## src/rtl/serial_sub_pkg.sv

```systemverilog
// Shared types and defaults for the bit-serial subtractor.
package serial_sub_pkg;

  localparam int DEFAULT_WIDTH = 8;

  typedef enum logic [1:0] {
    IDLE  = 2'd0,
    SHIFT = 2'd1,
    DONE  = 2'd2
  } state_t;

endpackage

```

## src/rtl/full_subtractor.sv

```systemverilog
// One-bit full-subtractor cell: d = x - y - bi, with borrow-out bo.
module full_subtractor (
  input  logic x,
  input  logic y,
  input  logic bi,
  output logic d,
  output logic bo
);

  // Borrow is needed when y exceeds x, or when they match and a borrow comes in.
  always_comb begin
    d  = x ^ y ^ bi;
    bo = (~x & y) | (~(x ^ y) & bi);
  end

endmodule

```

## src/rtl/serial_subtractor.sv

```systemverilog
// Bit-serial word subtractor: diff = a - b - bin, processed LSB-first, one bit per clock.
// Optional signed-overflow output is enabled by defining SERIAL_SUB_OVF_EN.
//
// state | meaning
// ------+-------------------------------------------------------------
// IDLE  | ready for operands; in_ready high
// SHIFT | one result bit per edge through the full-subtractor cell
// DONE  | result held on diff/bout(/ovf) until out_ready handshake
module serial_subtractor
  import serial_sub_pkg::*;
#(
  parameter int WIDTH = DEFAULT_WIDTH
) (
  input  logic             clk,
  input  logic             rst_n,
  input  logic             in_valid,
  output logic             in_ready,
  input  logic [WIDTH-1:0] a,
  input  logic [WIDTH-1:0] b,
  input  logic             bin,
  output logic             out_valid,
  input  logic             out_ready,
  output logic [WIDTH-1:0] diff,
  output logic             bout
`ifdef SERIAL_SUB_OVF_EN
  ,
  output logic             ovf
`endif
);

  localparam int CNT_W = $clog2(WIDTH);
  localparam logic [CNT_W-1:0] CNT_LAST = CNT_W'(WIDTH - 1);

  state_t           state;
  logic [WIDTH-1:0] a_sr;
  logic [WIDTH-1:0] b_sr;
  logic [WIDTH-1:0] diff_sr;
  logic             borrow;
  logic [CNT_W-1:0] cnt;
  logic             cell_d;
  logic             cell_bo;
  logic [WIDTH-1:0] diff_next;
`ifdef SERIAL_SUB_OVF_EN
  // Operand sign bits are kept because a_sr/b_sr are shifted away by the end of the word.
  logic             a_msb;
  logic             b_msb;
`endif

  full_subtractor u_cell (
    .x  (a_sr[0]),
    .y  (b_sr[0]),
    .bi (borrow),
    .d  (cell_d),
    .bo (cell_bo)
  );

  assign in_ready  = (state == IDLE);
  assign diff_next = {cell_d, diff_sr[WIDTH-1:1]};

  // Control FSM and serial datapath; the final bit is merged straight into diff.
  always_ff @(posedge clk) begin
    if (!rst_n) begin
      state     <= IDLE;
      a_sr      <= '0;
      b_sr      <= '0;
      diff_sr   <= '0;
      borrow    <= 1'b0;
      cnt       <= '0;
      diff      <= '0;
      bout      <= 1'b0;
      out_valid <= 1'b0;
`ifdef SERIAL_SUB_OVF_EN
      a_msb     <= 1'b0;
      b_msb     <= 1'b0;
      ovf       <= 1'b0;
`endif
    end else begin
      case (state)
        IDLE: begin
          if (in_valid) begin
            a_sr   <= a;
            b_sr   <= b;
            borrow <= bin;
            cnt    <= '0;
`ifdef SERIAL_SUB_OVF_EN
            a_msb  <= a[WIDTH-1];
            b_msb  <= b[WIDTH-1];
`endif
            state  <= SHIFT;
          end
        end
        SHIFT: begin
          diff_sr <= diff_next;
          borrow  <= cell_bo;
          a_sr    <= {1'b0, a_sr[WIDTH-1:1]};
          b_sr    <= {1'b0, b_sr[WIDTH-1:1]};
          if (cnt == CNT_LAST) begin
            diff      <= diff_next;
            bout      <= cell_bo;
            out_valid <= 1'b1;
`ifdef SERIAL_SUB_OVF_EN
            ovf       <= (a_msb != b_msb) & (cell_d != a_msb);
`endif
            state     <= DONE;
          end else begin
            cnt <= cnt + CNT_W'(1);
          end
        end
        DONE: begin
          if (out_ready) begin
            out_valid <= 1'b0;
            state     <= IDLE;
          end
        end
        default: state <= IDLE;
      endcase
    end
  end

endmodule

```

## config.mk

```make
export PLATFORM = sky130hd
export DESIGN_NAME = serial_subtractor
export DESIGN_NICKNAME = d
export VERILOG_FILES = /design/src/rtl/serial_sub_pkg.sv /design/src/rtl/full_subtractor.sv /design/src/rtl/serial_subtractor.sv
export SDC_FILE = /design/constraint.sdc
export NUM_CORES = 1
export LEC_CHECK = 0
export ABC_AREA = 1
export CORE_ASPECT_RATIO = 0.9
export CORE_MARGIN = 4
export CORE_UTILIZATION = 40
export CTS_CLUSTER_SIZE = 30
export DETAILED_ROUTE_END_ITERATION = 12
export GPL_ROUTABILITY_DRIVEN = 0
export PLACE_DENSITY_LB_ADDON = 0.3
export SLEW_MARGIN = 10
export SYNTH_ARGS = -nofsm -noshare
export SYNTH_HDL_FRONTEND = slang
export SYNTH_SLANG_ARGS = --single-unit
```

## constraint.sdc

```tcl
create_clock -name clk -period 2.31 [get_ports clk]
set_input_delay 0.462 -clock clk [delete_from_list [all_inputs] [get_ports clk]]
set_output_delay 0.462 -clock clk [all_outputs]
set_load 0.03 [all_outputs]
```

### Yosys cells after proc, flatten, opt, wreduce, memory -nomap -nowiden

Index checks and enable logic that the tools add are counted.

| word-level totals | value |
|---|---|
| register bits after elaboration | 40 |
| input port bits | 21 |
| output and inout bits | 11 |
| word-level logic and storage cells | 48 |

| cells by class | value |
|---|---|
| add/subtract/negate cells | 1 |
| eq/ne operators | 7 |
| muxes and demuxes | 16 |
| bitwise operators | 7 |
| reductions and logical operators | 8 |

Operators with widths:

| cell | count |
|---|---|
| case mux 8 bit (2 select lines) | 2 |
| two-way mux 8 bit | 2 |
| AND reduction 3 bit | 3 |
| != test 2 bit (second input constant) | 4 |
| two-way mux 2 bit | 3 |
| two-way mux 3 bit | 2 |
| case mux 2 bit (3 select lines) | 1 |
| case mux 3 bit (2 select lines) | 1 |
| case mux 1 bit (2 select lines) | 2 |
| AND reduction 2 bit | 2 |
| nonzero test 2 bit | 2 |
| adder 3 x 1 -> 3 bit (second input constant) | 1 |
| == test 3 bit (second input constant) | 1 |
| two-way mux 1 bit | 3 |
| AND 1 bit | 2 |
| == test 2 x 1 -> 1 bit (second input constant) | 1 |
| == test 2 bit (second input constant) | 1 |
| logical NOT 2 bit | 1 |
| NOT 1 bit | 2 |
| bitwise XOR 1 bit | 2 |
| bitwise OR 1 bit | 1 |

### Longest topological paths before layout

| depth | value |
|---|---|
| word-level depth | 5 |
| depth in mapped cells | 8 |
| depth with buffers taken out | 7 |

### Cells and area by module

From an unflattened synthesis, not the netlist that was laid out.

| second synthesis, totals | value |
|---|---|
| cell total of the unflattened synthesis | 252 |
| area total of the unflattened synthesis | 1,702.9 um2 |

By module, submodules not included:

| module | times used | cells each | area each (um2) | seq. area each (um2) |
|---|---|---|---|---|
| serial_subtractor | 1 | 248 | 1,671.6 | 780.7 |
| full_subtractor | 1 | 4 | 31.3 | 0.0 |

### Worst setup path before layout

Ideal clock, no wire load.

| timing path | value |
|---|---|
| path type | register to register |
| from | reg state[1] |
| to | reg a_sr[7] |
| library setup time | 0.072 ns |
| arrival time | 1.216 ns |
| data required time | 2.238 ns |
| setup slack | 1.022 ns |
| stages on the path, launching flop included | 6 |
| buffers on the path | 0 |
| period minus slack after synthesis | 1.288 ns |
| path through | dfxtp_1 > nor2_1 > nand2_1 > inv_1 > nand2_1 > a21oi_1 |

| between the ends | value |
|---|---|
| word-level cells in the longest chain between the ends | 3 |
| elaborated cells on any way between the ends | 6 |
| classes of those cells | eq/ne: 2; mux: 1; reduce/logical: 3 |

RTL lines:

| element | RTL line | source |
|---|---|---|
| start, declared | serial_subtractor.sv:34 | `state_t state;` |
| start signal, assigned | serial_subtractor.sv:63 | `state <= IDLE;` |
| start signal, assigned | serial_subtractor.sv:89 | `state <= SHIFT;` |
| start signal, assigned | serial_subtractor.sv:104 | `state <= DONE;` |
| logical NOT 2 bit * | -- |  |
| named net in_ready | serial_subtractor.sv:17 | `output logic in_ready,` |
| != test 2 bit (no source line) or nonzero test 2 bit (tied branches) | -- |  |
| AND reduction 2 bit (no source line) | -- |  |
| end signal, assigned | serial_subtractor.sv:95 | `a_sr <= {1'b0, a_sr[WIDTH-1:1]};` |
| end, declared | serial_subtractor.sv:35 | `logic [WIDTH-1:0] a_sr;` |

Mark *: on every way through the listed nets, which the timed path passes. The rest lies on a longest branch.
A chain may end at the register's enable or synchronous reset.

### Worst setup path in the final report

| timing path | value |
|---|---|
| from | reg state[0] |
| to | out in_ready |

| between the ends | value |
|---|---|
| word-level cells in the longest chain between the ends | 1 |

RTL lines:

| element | RTL line | source |
|---|---|---|
| logical NOT 2 bit | serial_subtractor.sv:57 | `assign in_ready = (state == IDLE);` |
| end, declared | serial_subtractor.sv:17 |  |

No other way between the ends.

==> flow_summary_export.csv <==
group,metric,value,unit
status,run_status,"finished, final reports clean",
global_routing,antenna_found_initial,0,
clock_tree,cts.repair.resized,0,
setup_path,cp_top_family,"buffers and inverters",
yosys,synthXorXnorAreaFrac,0,%
hold_path,hold_path_class,"reg2reg",
yosys,synthMuxAreaShare,0,%
final_layout,instances_no_fill,327,
sta,fin_tns_setup,0,ps
yosys,synth_compound_area_share,11.3,%
pwr,p_clk_share,38.8,%
setup_path,crit_type,"reg2out",
yosys,synthAdderAreaFrac,2.68,%
global_routing,grt_max_degree,33,
die,die_w,76.3,um
hold_path,hold_path_depth,2,
die,dieArea,0.00530,mm^2
yosys,netlist_area,0.00168,mm^2
place,dp_cells,319,
clock_tree,postCtsHoldBufs,0,
global_routing,grt_pass1_wl,5490,um
final_layout,area_delta_synth_final,27.3,%
yosys,synthCells,247,
sta,fmax,500,MHz
clock_tree,postCtsSetupBuffers,0,
clock_tree,clock-sinks,39,
setup_path,rr_worst_depth,6,
final_layout,num_antenna_cells,0,
hold_path,min-delay-start,"out_valid$_SDFFE_PN0P_",
clock_tree,cts_made_buffers,5,
yosys,yosys.area_share.simple,31.1,%
setup_path,worstPathMaxFanout,6,
yosys,synth_cell_types,19,
route,wire_per_inst,9.91,um
pwr,ir_drop,0.582,mV
pwr,leakagePower,0.954,nW
setup_path,crit_arrival,1540,ps
place,port_buffers,31,
route,avgViaCountPerCell,4.55,
clock_tree,cts_root_buf,"clkbuf_8",
setup_path,reg2reg_setup_slack,730,ps
clock_tree,cts_tree,"done",
route,ant_nets,0,
final_layout,finalNetCount,302,
die,core,0.00407,mm^2
setup_path,required,1850,ps
sta,setup-violations-final,0,
pwr,p_seq_share,48.4,%
place,hpwlAfterDp,2240,um
yosys,synth_area_per_cell,6.80,um^2
setup_path,path_buf_inv,1,
yosys,synth-seq-area-share,46.5,%
sta,finalHoldViolCount,0,
setup_path,r2r-end,"diff[7]$_SDFFE_PN0P_",
setup_path,worstSetupEndpointType,"output pin",
yosys,ys_ff_latch,39,
yosys,netlist_top_cells_area,"dfxtp_1 46%, nor2_1 14%, nand2_1 14%",
setup_path,r2r-start,"state[1]$_SDFFE_PN0P_",
sta,tightestPinTransition,374,ps
sta,rsz0062_at_grt,"no",
die,io_pins,32,
clock_tree,cts.path.max_buffers,2,
sta,fin_crit_sh,86.6,%
route,drc,0,
route,drt_iter0_markers,96,
setup_path,worst-path-stages,2,
yosys,synth_nets,271,
setup_path,critPathLaunch,"state[0]$_SDFFE_PN0P_",
clock_tree,clk_pin_slew,70,ps
yosys,synth_warnings,0,
yosys,synth_top_area_cell,"dfxtp_1",
sta,maxSlewViolCount,0,
die,row_count,22,
global_routing,grt_overflow,0,
sta,fin_crit,2000,ps
global_routing,grt_pass1_vias,1298,
pwr,p_comb_share,12.8,%
final_layout,num-fill-cells,426,
setup_path,critPathLaunchType,"flop",
die,initial_utilization,41.2,%
setup_path,worst_path_largest_cell_delay,700,ps
final_layout,final_core_util,52.5,%
pwr,report.power.total,1.50,mW
route,vias,1487,
sta,slew_headroom,75.0,%
setup_path,crit_chain,"nor2_1 -> clkdlybuf4s50_1",
pwr,netSwitchingPower,0.358,mW
yosys,synth_top_family_by_area,"simple AND/OR/NAND/NOR gates",
sta,finClkSkew,3.44,ps
yosys,synth_top_cell_area_share,46.5,%
pwr,pwr_density_cell,703,mW/mm^2
clock_tree,clk_latency,290,ps
route,drt-total-wl,3240,um
final_layout,layout-drive-gt1-share,5.73,%
sta,fin_hold_ws,471,ps
die,die_h,69.5,um
pwr,p_int,1.15,mW
clock_tree,htreeDepth,2,
setup_path,critPathSlowestCell,"clkdlybuf4s50_1",
run,max_cap_violations,0,
route,firstDrtPassIters,4,
global_routing,gr-usage-all-layers,12.8,%
pwr,p_sw_share,23.8,%
hold_path,hold_end,"out_valid$_SDFFE_PN0P_",
-- per-layer routing --
metal / track usage, % / up-vias / routed length [um]
li1: - / 818 / -
met2: 21.0 / 24 / 1420
met4: 5.43 / 0 / 60
met1: 15.5 / 639 / 1630
met5: 0 / - / 0
met3: 3.90 / 6 / 129
-- metrics by stage --
step	setup WS, ps	instance area, um^2
2_1_floorplan	1020	1680
3_3_place_gp	594	2020
3_5_place_dp	605	2020
4_1_cts	287	2140
5_1_grt	232	2140
6_report	310	2140
-- tightest hold or removal path: stages (launching register included) --
cell,delay [ps]
dfxtp_1,320
nand2_1,60
a21oi_1,50
-- layout by cell type (no fill, tap or decap), types with 3 or more instances in the layout --
cell type and n:
o21ai_0 16, a21oi_1 8, inv_1 20, clkbuf_8 6, nor2_1 64, buf_4 3
o21ai_1 13, dfxtp_1 39, nand2_1 63, clkdlybuf4s50_1 31, nand3_1 4
-- worst max path at each step --
stage	to
detailed placement	in_ready
global placement	a_sr[2]$_SDFFE_PN0P_
CTS	in_ready
floorplan	a_sr[7]$_SDFFE_PN0P_
finish	in_ready
global route	in_ready
-- cell type report --
| type | instances | area [um^2] | area share, % |
|---|---|---|---|
| Timing Repair Buffer | 34 | 333 | 15.6 |
| Tap cell | 48 | 60.1 | 2.81 |
| Sequential cell | 39 | 781 | 36.5 |
| Multi-Input combinational cell | 175 | 761 | 35.6 |
| Inverter | 23 | 86.3 | 4.04 |
| Clock inverter | 2 | 35.0 | 1.64 |
| Clock buffer | 6 | 82.6 | 3.86 |
-- synthesized netlist by cell type, drive strengths merged --
master / number
a21oi: 8
buf: 7
clkbuf: 3
clkinv: 1
dfxtp: 39
fa: 1
ha: 2
inv: 22
nand2: 64
nand3: 4
nand3b: 1
nor2: 65
o21ai: 30
-- cell families (layout without fill, tap and decap cells) --
kind of cell	Yosys count	count (layout)
adder cells (fa/ha/maj)	3	3
AND/OR/NAND/NOR	134	134
flip-flops	39	39
buffers and inverters	33	65
AO/OA/AOI/OAI	38	38
-- power by group through the flow --
stage | combinational [mW] | sequential (mW) | clock, mW
3_3_place_gp | 0.193 | 0.742 | 0
5_1_grt | 0.223 | 0.732 | 0.624
6_report | 0.193 | 0.727 | 0.583
4_1_cts | 0.195 | 0.727 | 0.598
2_1_floorplan | 0.136 | 0.739 | 0
3_5_place_dp | 0.195 | 0.743 | 0
-- registers in the layout (all words and copies together) (netlist names), 2 cells and up --
signal and count:
diff 8, a_sr 8, diff_sr 7, b_sr 8, cnt 3, state 2
No activity file was read; power rests on OpenSTA's default activity.
